$ cat config.mk
export PLATFORM = sky130hd
export DESIGN_NAME = alu_issue_ctrl_flat
export DESIGN_NICKNAME = d
export VERILOG_FILES = /design/src/rtl/riscv_pkg.sv /design/src/rtl/alu_issue_ctrl_if.sv /design/src/rtl/alu_issue_ctrl_fifo.sv /design/src/rtl/alu_issue_ctrl.sv /design/src/flat_wrapper.sv
export SDC_FILE = /design/constraint.sdc
export NUM_CORES = 1
export LEC_CHECK = 0
export ABC_AREA = 1
export CAP_MARGIN = 10
export CORE_AREA = 2 2 147 149
export DETAILED_ROUTE_END_ITERATION = 16
export DIE_AREA = 0 0 149 151
export PLACE_DENSITY = 0.74
export SLEW_MARGIN = 20
export SYNTH_ARGS = -nofsm -noshare
export SYNTH_HDL_FRONTEND = slang
export SYNTH_SLANG_ARGS = --single-unit
export TNS_END_PERCENT = 20
$ cat constraint.sdc
create_clock -name clk -period 5.3 [get_ports clk]
set_input_delay 0.53 -clock clk [delete_from_list [all_inputs] [get_ports clk]]
set_output_delay 0.53 -clock clk [all_outputs]
set_load 0.05 [all_outputs]
$ cat src/rtl/riscv_pkg.sv
// Shared RISC-V encodings plus execute-stage types for the ALU issue path.
// Decode helpers map opcode/funct fields onto an ALU operation.
package riscv_pkg;

    typedef logic [6:0] opcode_t;

    localparam opcode_t OPCODE_LOAD    = 7'b0000011;
    localparam opcode_t OPCODE_REG_IMM = 7'b0010011;
    localparam opcode_t OPCODE_STORE   = 7'b0100011;
    localparam opcode_t OPCODE_REG_REG = 7'b0110011;

    localparam logic [2:0] F3_ADD_SUB = 3'd0;
    localparam logic [2:0] F3_SLL     = 3'd1;
    localparam logic [2:0] F3_SLT     = 3'd2;
    localparam logic [2:0] F3_SLTU    = 3'd3;
    localparam logic [2:0] F3_XOR     = 3'd4;
    localparam logic [2:0] F3_SRL_SRA = 3'd5;
    localparam logic [2:0] F3_OR      = 3'd6;
    localparam logic [2:0] F3_AND     = 3'd7;

    localparam logic [6:0] F7_ADD_SRL = 7'h00;
    localparam logic [6:0] F7_SUB_SRA = 7'h20;

    typedef enum logic [3:0] {
        ALU_ADD,
        ALU_SUB,
        ALU_SLL,
        ALU_SLT,
        ALU_SLTU,
        ALU_XOR,
        ALU_SRL,
        ALU_SRA,
        ALU_OR,
        ALU_AND
    } alu_op_t;

    typedef enum logic [1:0] {
        IDLE,
        RUN,
        DRAIN
    } state_t;

    typedef struct packed {
        logic    legal;
        logic    use_imm;
        alu_op_t op;
    } dec_t;

    // alt is the funct7 alternate bit; sub_ok gates SUB so ADDI never subtracts
    function automatic alu_op_t f3_op(
        input logic [2:0] f3,
        input logic       alt,
        input logic       sub_ok
    );
        alu_op_t r;
        r = ALU_ADD;
        unique case (f3)
            F3_ADD_SUB: r = (alt && sub_ok) ? ALU_SUB : ALU_ADD;
            F3_SLL:     r = ALU_SLL;
            F3_SLT:     r = ALU_SLT;
            F3_SLTU:    r = ALU_SLTU;
            F3_XOR:     r = ALU_XOR;
            F3_SRL_SRA: r = alt ? ALU_SRA : ALU_SRL;
            F3_OR:      r = ALU_OR;
            F3_AND:     r = ALU_AND;
        endcase
        return r;
    endfunction

    function automatic dec_t decode(
        input opcode_t    op,
        input logic [2:0] f3,
        input logic [6:0] f7
    );
        dec_t d;
        d.legal   = 1'b1;
        d.use_imm = 1'b1;
        d.op      = ALU_ADD;
        unique case (1'b1)
            op == OPCODE_REG_REG: begin
                d.use_imm = 1'b0;
                d.op      = f3_op(f3, f7 == F7_SUB_SRA, 1'b1);
            end
            op == OPCODE_REG_IMM: begin
                d.op = f3_op(f3, f7 == F7_SUB_SRA, 1'b0);
            end
            op == OPCODE_LOAD,
            op == OPCODE_STORE: begin
                d.op = ALU_ADD;
            end
            default: begin
                d.legal = 1'b0;
            end
        endcase
        return d;
    endfunction

endpackage

$ cat src/rtl/alu_issue_ctrl_if.sv
// Decode-to-execute issue handshake and execute-to-memory result handshake.
// master is the pipeline side, slave is the issue controller.
interface alu_issue_if
    import riscv_pkg::*;
#(
    parameter int N = 32
);
    logic         in_valid;
    logic         in_ready;
    opcode_t      in_opcode;
    logic [2:0]   in_funct3;
    logic [6:0]   in_funct7;
    logic [N-1:0] in_reg_a;
    logic [N-1:0] in_reg_b;
    logic [N-1:0] in_imm;
    logic [4:0]   in_rd;

    logic         out_valid;
    logic         out_ready;
    logic [N-1:0] out_result;
    logic [4:0]   out_rd;

    modport master (
        output in_valid, in_opcode, in_funct3, in_funct7,
        output in_reg_a, in_reg_b, in_imm, in_rd,
        output out_ready,
        input  in_ready, out_valid, out_result, out_rd
    );

    modport slave (
        input  in_valid, in_opcode, in_funct3, in_funct7,
        input  in_reg_a, in_reg_b, in_imm, in_rd,
        input  out_ready,
        output in_ready, out_valid, out_result, out_rd
    );

endinterface

$ cat src/rtl/alu_issue_ctrl_fifo.sv
// In-order result FIFO with wrapping pointers and an occupancy count.
// clr empties it synchronously; the head is read combinationally.
module result_fifo #(
    parameter int W     = 37,
    parameter int DEPTH = 3,
    localparam int CW   = $clog2(DEPTH + 1),
    localparam int PW   = (DEPTH > 1) ? $clog2(DEPTH) : 1
) (
    input  logic          clk,
    input  logic          rst_n,
    input  logic          clr,
    input  logic          push,
    input  logic [W-1:0]  din,
    input  logic          pop,
    output logic [W-1:0]  dout,
    output logic [CW-1:0] count
);

    logic [W-1:0]  mem [DEPTH];
    logic [PW-1:0] wptr;
    logic [PW-1:0] rptr;

    function automatic logic [PW-1:0] inc(input logic [PW-1:0] p);
        return (p == PW'(DEPTH - 1)) ? '0 : p + 1'b1;
    endfunction

    assign dout = mem[rptr];

    always_ff @(posedge clk or negedge rst_n) begin
        if (!rst_n) begin
            wptr  <= '0;
            rptr  <= '0;
            count <= '0;
            for (int i = 0; i < DEPTH; i++) begin
                mem[i] <= '0;
            end
        end else if (clr) begin
            wptr  <= '0;
            rptr  <= '0;
            count <= '0;
        end else begin
            if (push) begin
                mem[wptr] <= din;
                wptr      <= inc(wptr);
            end
            if (pop) begin
                rptr <= inc(rptr);
            end
            count <= count + CW'(push) - CW'(pop);
        end
    end

endmodule

$ cat src/rtl/alu_issue_ctrl.sv
// Execute-stage issue controller: registers decoded operands for the ALU
// and queues each result in order toward the memory stage.
module alu_issue_ctrl
    import riscv_pkg::*;
#(
    parameter int N     = 32,
    parameter int DEPTH = 3
) (
    input  logic          clk,
    input  logic          rst_n,
    alu_issue_if.slave    io,
    input  logic          flush,
    output alu_op_t       alu_op,
    output logic [N-1:0]  alu_a,
    output logic [N-1:0]  alu_b,
    input  logic [N-1:0]  alu_result,
    output logic          illegal,
    output logic          busy
);

    localparam int CW = $clog2(DEPTH + 1);
    localparam logic [CW:0] FULL = (CW + 1)'(DEPTH);

    dec_t          dec;
    logic          e1_valid;
    logic [4:0]    rd_q;
    logic [CW-1:0] count;
    logic [CW:0]   total;
    logic [CW:0]   nxt_total;
    logic          accept;
    logic          acc_legal;
    logic          pop;
    logic [N+4:0]  head;
    state_t        state_q;

    assign dec = decode(io.in_opcode, io.in_funct3, io.in_funct7);

    // Occupancy counts E1 too, so in_ready never depends on out_ready
    assign total       = {1'b0, count} + {{CW{1'b0}}, e1_valid};
    assign io.in_ready = !flush && (total < FULL);
    assign accept      = io.in_valid && io.in_ready;
    assign acc_legal   = accept && dec.legal;

    assign io.out_valid = count != '0;
    assign pop          = io.out_valid && io.out_ready;
    assign busy         = e1_valid || io.out_valid;

    assign nxt_total = total
                     - {{CW{1'b0}}, pop}
                     + {{CW{1'b0}}, acc_legal};

    assign {io.out_result, io.out_rd} = head;

    result_fifo #(
        .W     (N + 5),
        .DEPTH (DEPTH)
    ) u_fifo (
        .clk   (clk),
        .rst_n (rst_n),
        .clr   (flush),
        .push  (e1_valid),
        .din   ({alu_result, rd_q}),
        .pop   (pop),
        .dout  (head),
        .count (count)
    );

    always_ff @(posedge clk or negedge rst_n) begin
        if (!rst_n) begin
            e1_valid <= 1'b0;
            alu_op   <= ALU_ADD;
            alu_a    <= '0;
            alu_b    <= '0;
            rd_q     <= '0;
            illegal  <= 1'b0;
        end else begin
            illegal  <= accept && !dec.legal;
            e1_valid <= !flush && acc_legal;
            if (acc_legal) begin
                alu_op <= dec.op;
                alu_a  <= io.in_reg_a;
                alu_b  <= dec.use_imm ? io.in_imm : io.in_reg_b;
                rd_q   <= io.in_rd;
            end
        end
    end

    always_ff @(posedge clk or negedge rst_n) begin
        if (!rst_n) begin
            state_q <= IDLE;
        end else if (flush) begin
            state_q <= IDLE;
        end else begin
            unique case (state_q)
                IDLE: begin
                    if (acc_legal) state_q <= RUN;
                end
                RUN: begin
                    if (nxt_total == FULL)    state_q <= DRAIN;
                    else if (nxt_total == '0) state_q <= IDLE;
                end
                DRAIN: begin
                    if (pop) state_q <= RUN;
                end
                default: state_q <= IDLE;
            endcase
        end
    end

endmodule

$ cat src/flat_wrapper.sv
// flat-port wrapper written by rule: the top's interface ports become plain ports
module alu_issue_ctrl_flat import riscv_pkg::*;
#(
    parameter int N     = 32,
    parameter int DEPTH = 3
)
  (clk, rst_n, flush, alu_op, alu_a, alu_b, alu_result, illegal, busy, io_in_valid, io_in_opcode, io_in_funct3, io_in_funct7, io_in_reg_a, io_in_reg_b, io_in_imm, io_in_rd, io_out_ready, io_in_ready, io_out_valid, io_out_result, io_out_rd);
  alu_issue_if #(.N(N)) io_i ();
  input  logic clk;
  input  logic rst_n;
  input  logic flush;
  output alu_op_t alu_op;
  output logic [N-1:0] alu_a;
  output logic [N-1:0] alu_b;
  input  logic [N-1:0] alu_result;
  output logic illegal;
  output logic busy;
  input wire logic [$bits(io_i.in_valid)-1:0] io_in_valid;
  input wire logic [$bits(io_i.in_opcode)-1:0] io_in_opcode;
  input wire logic [$bits(io_i.in_funct3)-1:0] io_in_funct3;
  input wire logic [$bits(io_i.in_funct7)-1:0] io_in_funct7;
  input wire logic [$bits(io_i.in_reg_a)-1:0] io_in_reg_a;
  input wire logic [$bits(io_i.in_reg_b)-1:0] io_in_reg_b;
  input wire logic [$bits(io_i.in_imm)-1:0] io_in_imm;
  input wire logic [$bits(io_i.in_rd)-1:0] io_in_rd;
  input wire logic [$bits(io_i.out_ready)-1:0] io_out_ready;
  output wire logic [$bits(io_i.in_ready)-1:0] io_in_ready;
  output wire logic [$bits(io_i.out_valid)-1:0] io_out_valid;
  output wire logic [$bits(io_i.out_result)-1:0] io_out_result;
  output wire logic [$bits(io_i.out_rd)-1:0] io_out_rd;
  assign io_i.in_valid = io_in_valid;
  assign io_i.in_opcode = io_in_opcode;
  assign io_i.in_funct3 = io_in_funct3;
  assign io_i.in_funct7 = io_in_funct7;
  assign io_i.in_reg_a = io_in_reg_a;
  assign io_i.in_reg_b = io_in_reg_b;
  assign io_i.in_imm = io_in_imm;
  assign io_i.in_rd = io_in_rd;
  assign io_i.out_ready = io_out_ready;
  assign io_in_ready = io_i.in_ready;
  assign io_out_valid = io_i.out_valid;
  assign io_out_result = io_i.out_result;
  assign io_out_rd = io_i.out_rd;
  alu_issue_ctrl #(.N(N), .DEPTH(DEPTH)) u_core (.clk(clk), .rst_n(rst_n), .io(io_i), .flush(flush), .alu_op(alu_op), .alu_a(alu_a), .alu_b(alu_b), .alu_result(alu_result), .illegal(illegal), .busy(busy));
endmodule
==> metrics.yaml, run 1 <==
synth.area.top_cells: "dfrtp_1 (58%), nand2_1 (17%), o21ai_0 (11%), nand3_1 (2.8%), inv_1 (2.6%)"
dieArea_sq_um: 22500
io_pins: 264
first_pass_iters: 5
fin_total_pwr_mw: 4.122
path_delay_family: "buffers and inverters"
path_cells: "inv_1 > nand2_1 > inv_1 > buf_4 > nand2_1 > nand3_1 > clkdlybuf4s50_1"
yosysSeqAreaShare: 0.5841
grt_max_degree: 95
power_leakage_nw: 5.413
yosysMostFrequentCell: "nand2_1"
yosysTopAreaCell: "dfrtp_1"
synth_nets: 1144
rows: 53
max_freq_ghz: 0.2930
worstSkewPairLatency_ps: 430
io_buffers: 263
avgSynthCellArea_sq_um: 8.351
synth-edff-count: 0
htreeDepth: 4
p_per_area_nw_per_um2: 354.1
start_util: 0.3950
place_hpwl_microns: 15960
track_usage: 0.2119
max_cap_violations: 0
setup_violations: 0
synth_cell_types: 20
rsz0062_at_grt: "no"
drc_errors: 0
ys_warn_count: 0
routed_wl_microns: 23320
areaGrowthSynthToFinish_pct: 41.53
finalCriticalPeriod_ps: 3412
tightest_slew_ps: 1034
fill_cells: 1926
cp.arrival_ps: 2880
slew_headroom: 0.3087
crit_path_start_kind: "flip-flop"
place_area_sq_um: 11040
antenna_found_initial: 2
fin_crit_sh: 0.6439
syn_inst: 985
slew_violations: 0
cts_hold_buf: 0
wl_per_cell_microns: 15.47
path_clk_slew_ps: 70
place.gp.congestion: 0.8315
finalHoldViolations: 0
drive_gt1_frac: 0.04143
cts_made_buffers: 17
vias: 7338
drtIter0Drc: 423
cts_num_sinks: 192
async_flop_share: 1.000
cp-startpoint: "u_core.u_fifo.rptr[1]"
worst_setup_path_end_kind: "output port"
stdcell_area_sq_um: 11640
ant_nets: 0
clock_tree.buffer_depth: 2
cp_max_fo: 21
ys_seq_elements: 192
rrSetupSlack_ps: 2600
crit_slowest_cell: "clkdlybuf4s50_1"
max_stage_delay_ps: 820
hold_path_class: "in2async"
die_w_microns: 149
cts_tree: "done"
core_area_sq_um: 20820
post_cts_resized: 0
path_depth: 7
cp-endpoint: "io_out_result[30]"
r2r-start: "u_core.u_fifo.count[0]"
skew_ps: 14.31
synth_area_sq_um: 8225
synth_commonest_cells: "nand2_1 (382), dfrtp_1 (192), o21ai_0 (187)"
grt-ovfl-total: 0
path_class: "reg2out"
required_ps: 4770
synth_ff_type: "dfrtp_1"
finalSetupTns_ps: 0
cp.buffers_inverters: 4
multi_input_area_sq_um: 2955
worstReg2RegEnd: "u_core.alu_op[2]"
viasPerCell: 4.866
peakVddDrop_uv: 201.5
status: "finished clean"
synth_top_area_frac: 0.5841
nets: 1377
grt_pass1_wl_microns: 37300
cts_setup_buffers: 0
reg2reg_depth: 9
holdWs_ps: 180.9
seq_area_sq_um: 4805
clk_root_buffer_cell: "clkbuf_16"
die_h_microns: 151
first_global_vias: 7069
==> cell usage in the layout, fill, tap and decap left out, drive strengths merged <==
master	instances
nand2	382
dfrtp	192
diode	2
a21oi	35
o21ai	189
clkinv	6
xor2	1
clkbuf	21
clkdlybuf4s50	262
ha	4
buf	10
inv	63
nor2	15
nand3b	1
nand3	47
bufinv	3
==> cell families after synthesis <==
group,share of synthesized area
compound gates,0.1363
xor+xnor,0.001065
fa+ha+maj,0.006085
buf+inv,0.05932
flops,0.5841
simple gates,0.2131
==> power breakdown <==
group	leakage [nW]	internal [mW]	switching (mW)
Clock	0.296	0.750	0.571
Combinational	2.51	0.392	0.769
Sequential	2.61	1.57	0.0665
Total	5.41	2.72	1.41
==> layout make-up <==
type                            instances  share of cell area
Clock buffer                           20             0.03751
Sequential cell                       192              0.4127
Clock inverter                         12             0.01365
Timing Repair Buffer                  273              0.2329
Tap cell                              275             0.02956
Antenna cell                            2           0.0004299
Inverter                               60             0.01935
Multi-Input combinational cell        674              0.2539
==> worst min path at each step <==
stage | startpoint | cells past startpoint | to
2_1_floorplan | rst_n | 0 | u_core.alu_a[0]
3_3_place_gp | u_core.alu_a[12] | 2 | u_core.alu_a[12]
3_5_place_dp | u_core.alu_a[17] | 2 | u_core.alu_a[17]
4_1_cts | rst_n | 1 | u_core.u_fifo.mem[83]
5_1_grt | rst_n | 1 | u_core.u_fifo.mem[46]
6_report | rst_n | 1 | u_core.u_fifo.mem[46]
==> metal layers <==
layer | share of wire | global-route usage
met1 | 0.40 | 0.2640
met2 | 0.49 | 0.3507
met3 | 0.095 | 0.07319
met4 | 0.017 | 0.06190
met5 | 0 | 0
==> state kept, by name, indices dropped and copies added, names as in the netlist <==
name and cells:
u_core.u_fifo.rptr 2, u_core.u_fifo.count 2, u_core.alu_op 4, u_core.illegal 1, u_core.alu_b 32, u_core.u_fifo.mem 111, u_core.e1_valid 1, u_core.alu_a 32
u_core.u_fifo.wptr 2, u_core.rd_q 5
==> stage by stage <==
step	cells	setup WS, ps	utilization
6_report	1508	1888	0.5591
3_5_place_dp	1474	2306	0.5302
4_1_cts	1506	1838	0.5588
2_1_floorplan	985	3332	-
3_3_place_gp	1474	2298	0.5302
5_1_grt	1508	1711	0.5591
==> worst register-to-register path, delay by kind of cell, from the launching register on <==
kind | cells | cell delay [ps]
flops | 1 | 400
compound gates | 1 | 90
fa+ha+maj | 2 | 480
buf+inv | 2 | 410
simple gates | 4 | 1180
No activity file was read; power rests on OpenSTA's default activity.
==> inputs of run 2 (changes only) <==
clock period = 3.24 ns   (was 5.3 ns; I/O delays follow)
==> run 2 against run 1 <==
  * Cell count is 0.46% higher
  * Via count grew 1.3%
  * Clock power rose by 59%
  * Combinational power increased by 68%
  * Critical path depth stayed put
  * Critical endpoint is now io_out_result[14]
  * Highest routed layer unchanged
==> metrics.yaml, run 2 (same netlist as run 1, synthesis figures left out) <==
max_stage_delay_ps: 800
areaGrowthSynthToFinish_pct: 42.30
p_switching_mw: 2.331
start_util: 0.3950
wl_per_cell_microns: 15.72
cts_tree: "done"
drc_errors: 0
antenna_found_initial: 3
reg2reg_depth: 8
power_leakage_nw: 5.443
finalHoldViolations: 0
seq_area_sq_um: 4805
place.gp.congestion: 0.8011
die_h_microns: 151
stdcell_area_sq_um: 11710
crit_path_start_kind: "flip-flop"
p_per_area_nw_per_um2: 575.8
io_pins: 264
busiest_layer: "met2"
fin_crit_sh: 0.8926
path_clk_slew_ps: 70
min_from: "io_in_reg_a[22]"
gr-usage-met2: 0.3518
cp.arrival_ps: 2570
cp_max_fo: 25
path_common_cell: "nand2_1"
drtIter0Drc: 389
post_cts_resized: 0
finalCriticalPeriod_ps: 2892
power.internal_mw: 4.409
peakVddDrop_uv: 370.0
mostFrequentLayoutCells: "nand2_1 (382), clkdlybuf4s50_1 (262), dfrtp_1 (192)"
crit_slowest_cell: "clkdlybuf4s50_1"
cts_setup_buffers: 0
power.share.clock: 0.312
setup_violations: 0
dieArea_sq_um: 22500
path_class: "reg2out"
finalSetupTns_ps: 0
max_cap_violations: 0
largest_reg_flops: 111
rsz0062_at_grt: "no"
met1_usage: 0.2637
cts_num_sinks: 192
worstReg2RegEnd: "u_core.alu_b[26]"
nets: 1382
r2r-start: "u_core.u_fifo.count[0]"
clock_tree.buffer_depth: 2
holdPathStages: 3
multi_input_area_sq_um: 2955
top_register: "u_core.u_fifo.mem"
clk_root_buffer_cell: "clkbuf_16"
path_delay_family: "buffers and inverters"
htreeDepth: 4
holdWs_ps: 427.6
place_ws_ps: 811.5
finish.utilization: 0.5621
place_hpwl_microns: 16660
io_buffers: 263
status: "finished clean"
required_ps: 2920
combPwrFrac: 0.290
worstHoldEndpoint: "u_core.alu_a[22]"
rrSetupSlack_ps: 890
worst_slack_ps: 347.8
met3_usage: 0.07560
viasPerCell: 4.909
final_common_cell: "nand2_1"
track_usage: 0.2151
grt_max_degree: 79
core_area_sq_um: 20820
drive_gt1_frac: 0.04531
grt_pass1_wl_microns: 37850
slew_headroom: 0.5186
first_global_vias: 7271
place_area_sq_um: 11100
fill_cells: 1924
skew_ps: 17.84
slew_violations: 0
hold_path_class: "in2reg"
routed_wl_microns: 23820
worstSkewPairLatency_ps: 430
grt-ovfl-total: 0
swShare: 0.3458
ant_nets: 0
rows: 53
die_w_microns: 149
tightest_slew_ps: 722.1
pwr-share-seq: 0.398
worst_setup_path_end_kind: "output port"
largestRegisters: "u_core.u_fifo.mem: 111 flops, u_core.alu_a: 32 flops, u_core.alu_b: 32 flops"
cp.buffers_inverters: 4
cts_made_buffers: 17
max_freq_ghz: 0.3458
vias: 7437
path_cells: "inv_1 > nand2_1 > inv_2 > buf_4 > nand2_1 > nand3_1 > clkdlybuf4s50_1"
first_pass_iters: 5
## run 2: cell count changes in the layout (fill, tap and decap cells not counted), sizes merged
cell         before  now
clkbuf           21   20
bufinv            3    2
diode             2    4
inv              63   65
dlygate4sd3       0    1
buf              10   14
## run 2: routing by layer
layer	up-vias	wire (microns)
met5	-	0
li1	3625	-
met4	0	520
met1	3505	9457
met2	277	11570
met3	30	2266
## run 2: tightest hold or removal path: cells and delay by family
family / cells / cell delay, ps
buf+inv: 1 / 390
simple gates: 2 / 100
## run 2: stage by stage
step                instances  total power, mW
detailed placement       1478            4.688
global route             1514            7.035
global placement         1478            4.669
CTS                      1511            6.808
finish                   1515            6.739
floorplan                 985            3.818
## run 2: how the worst max path moves through the flow
stage | start | depth (start not counted) | slack [ps] | endpoint
2_1_floorplan | u_core.u_fifo.count[1] | 9 | 1460 | u_core.u_fifo.count[1]
3_3_place_gp | u_core.u_fifo.rptr[0] | 7 | 860 | io_out_result[24]
3_5_place_dp | u_core.u_fifo.rptr[0] | 7 | 810 | io_out_result[14]
4_1_cts | u_core.u_fifo.rptr[0] | 7 | 340 | io_out_result[14]
5_1_grt | u_core.u_fifo.rptr[0] | 7 | 210 | io_out_result[8]
6_report | u_core.u_fifo.rptr[0] | 7 | 350 | io_out_result[14]
## run 2: timing repair
action / in CTS / in global routing
hold endpoints to repair: 75 / 0
endpoints found under the setup margin: 0 / 0
hold buffers: 1 / 0
## run 2: power by group through the flow
stage	registers, mW	clock network [mW]	logic, mW
final	2.68	2.10	1.95
after global routing	2.70	2.25	2.08
after CTS	2.68	2.15	1.97
after detailed placement	2.72	0	1.96
after global placement	2.72	0	1.95
after floorplan	3.09	0	0.729
## run 2: final cells by class
cell class / count / share of cell area
sequential: 192 / 0.4105
multi-input combinational: 674 / 0.2525
timing repair buffer: 278 / 0.2372
clock buffer: 19 / 0.03699
tap: 275 / 0.02940
inverter: 60 / 0.01945
clock inverter: 13 / 0.01315
antenna: 4 / 0.0008552
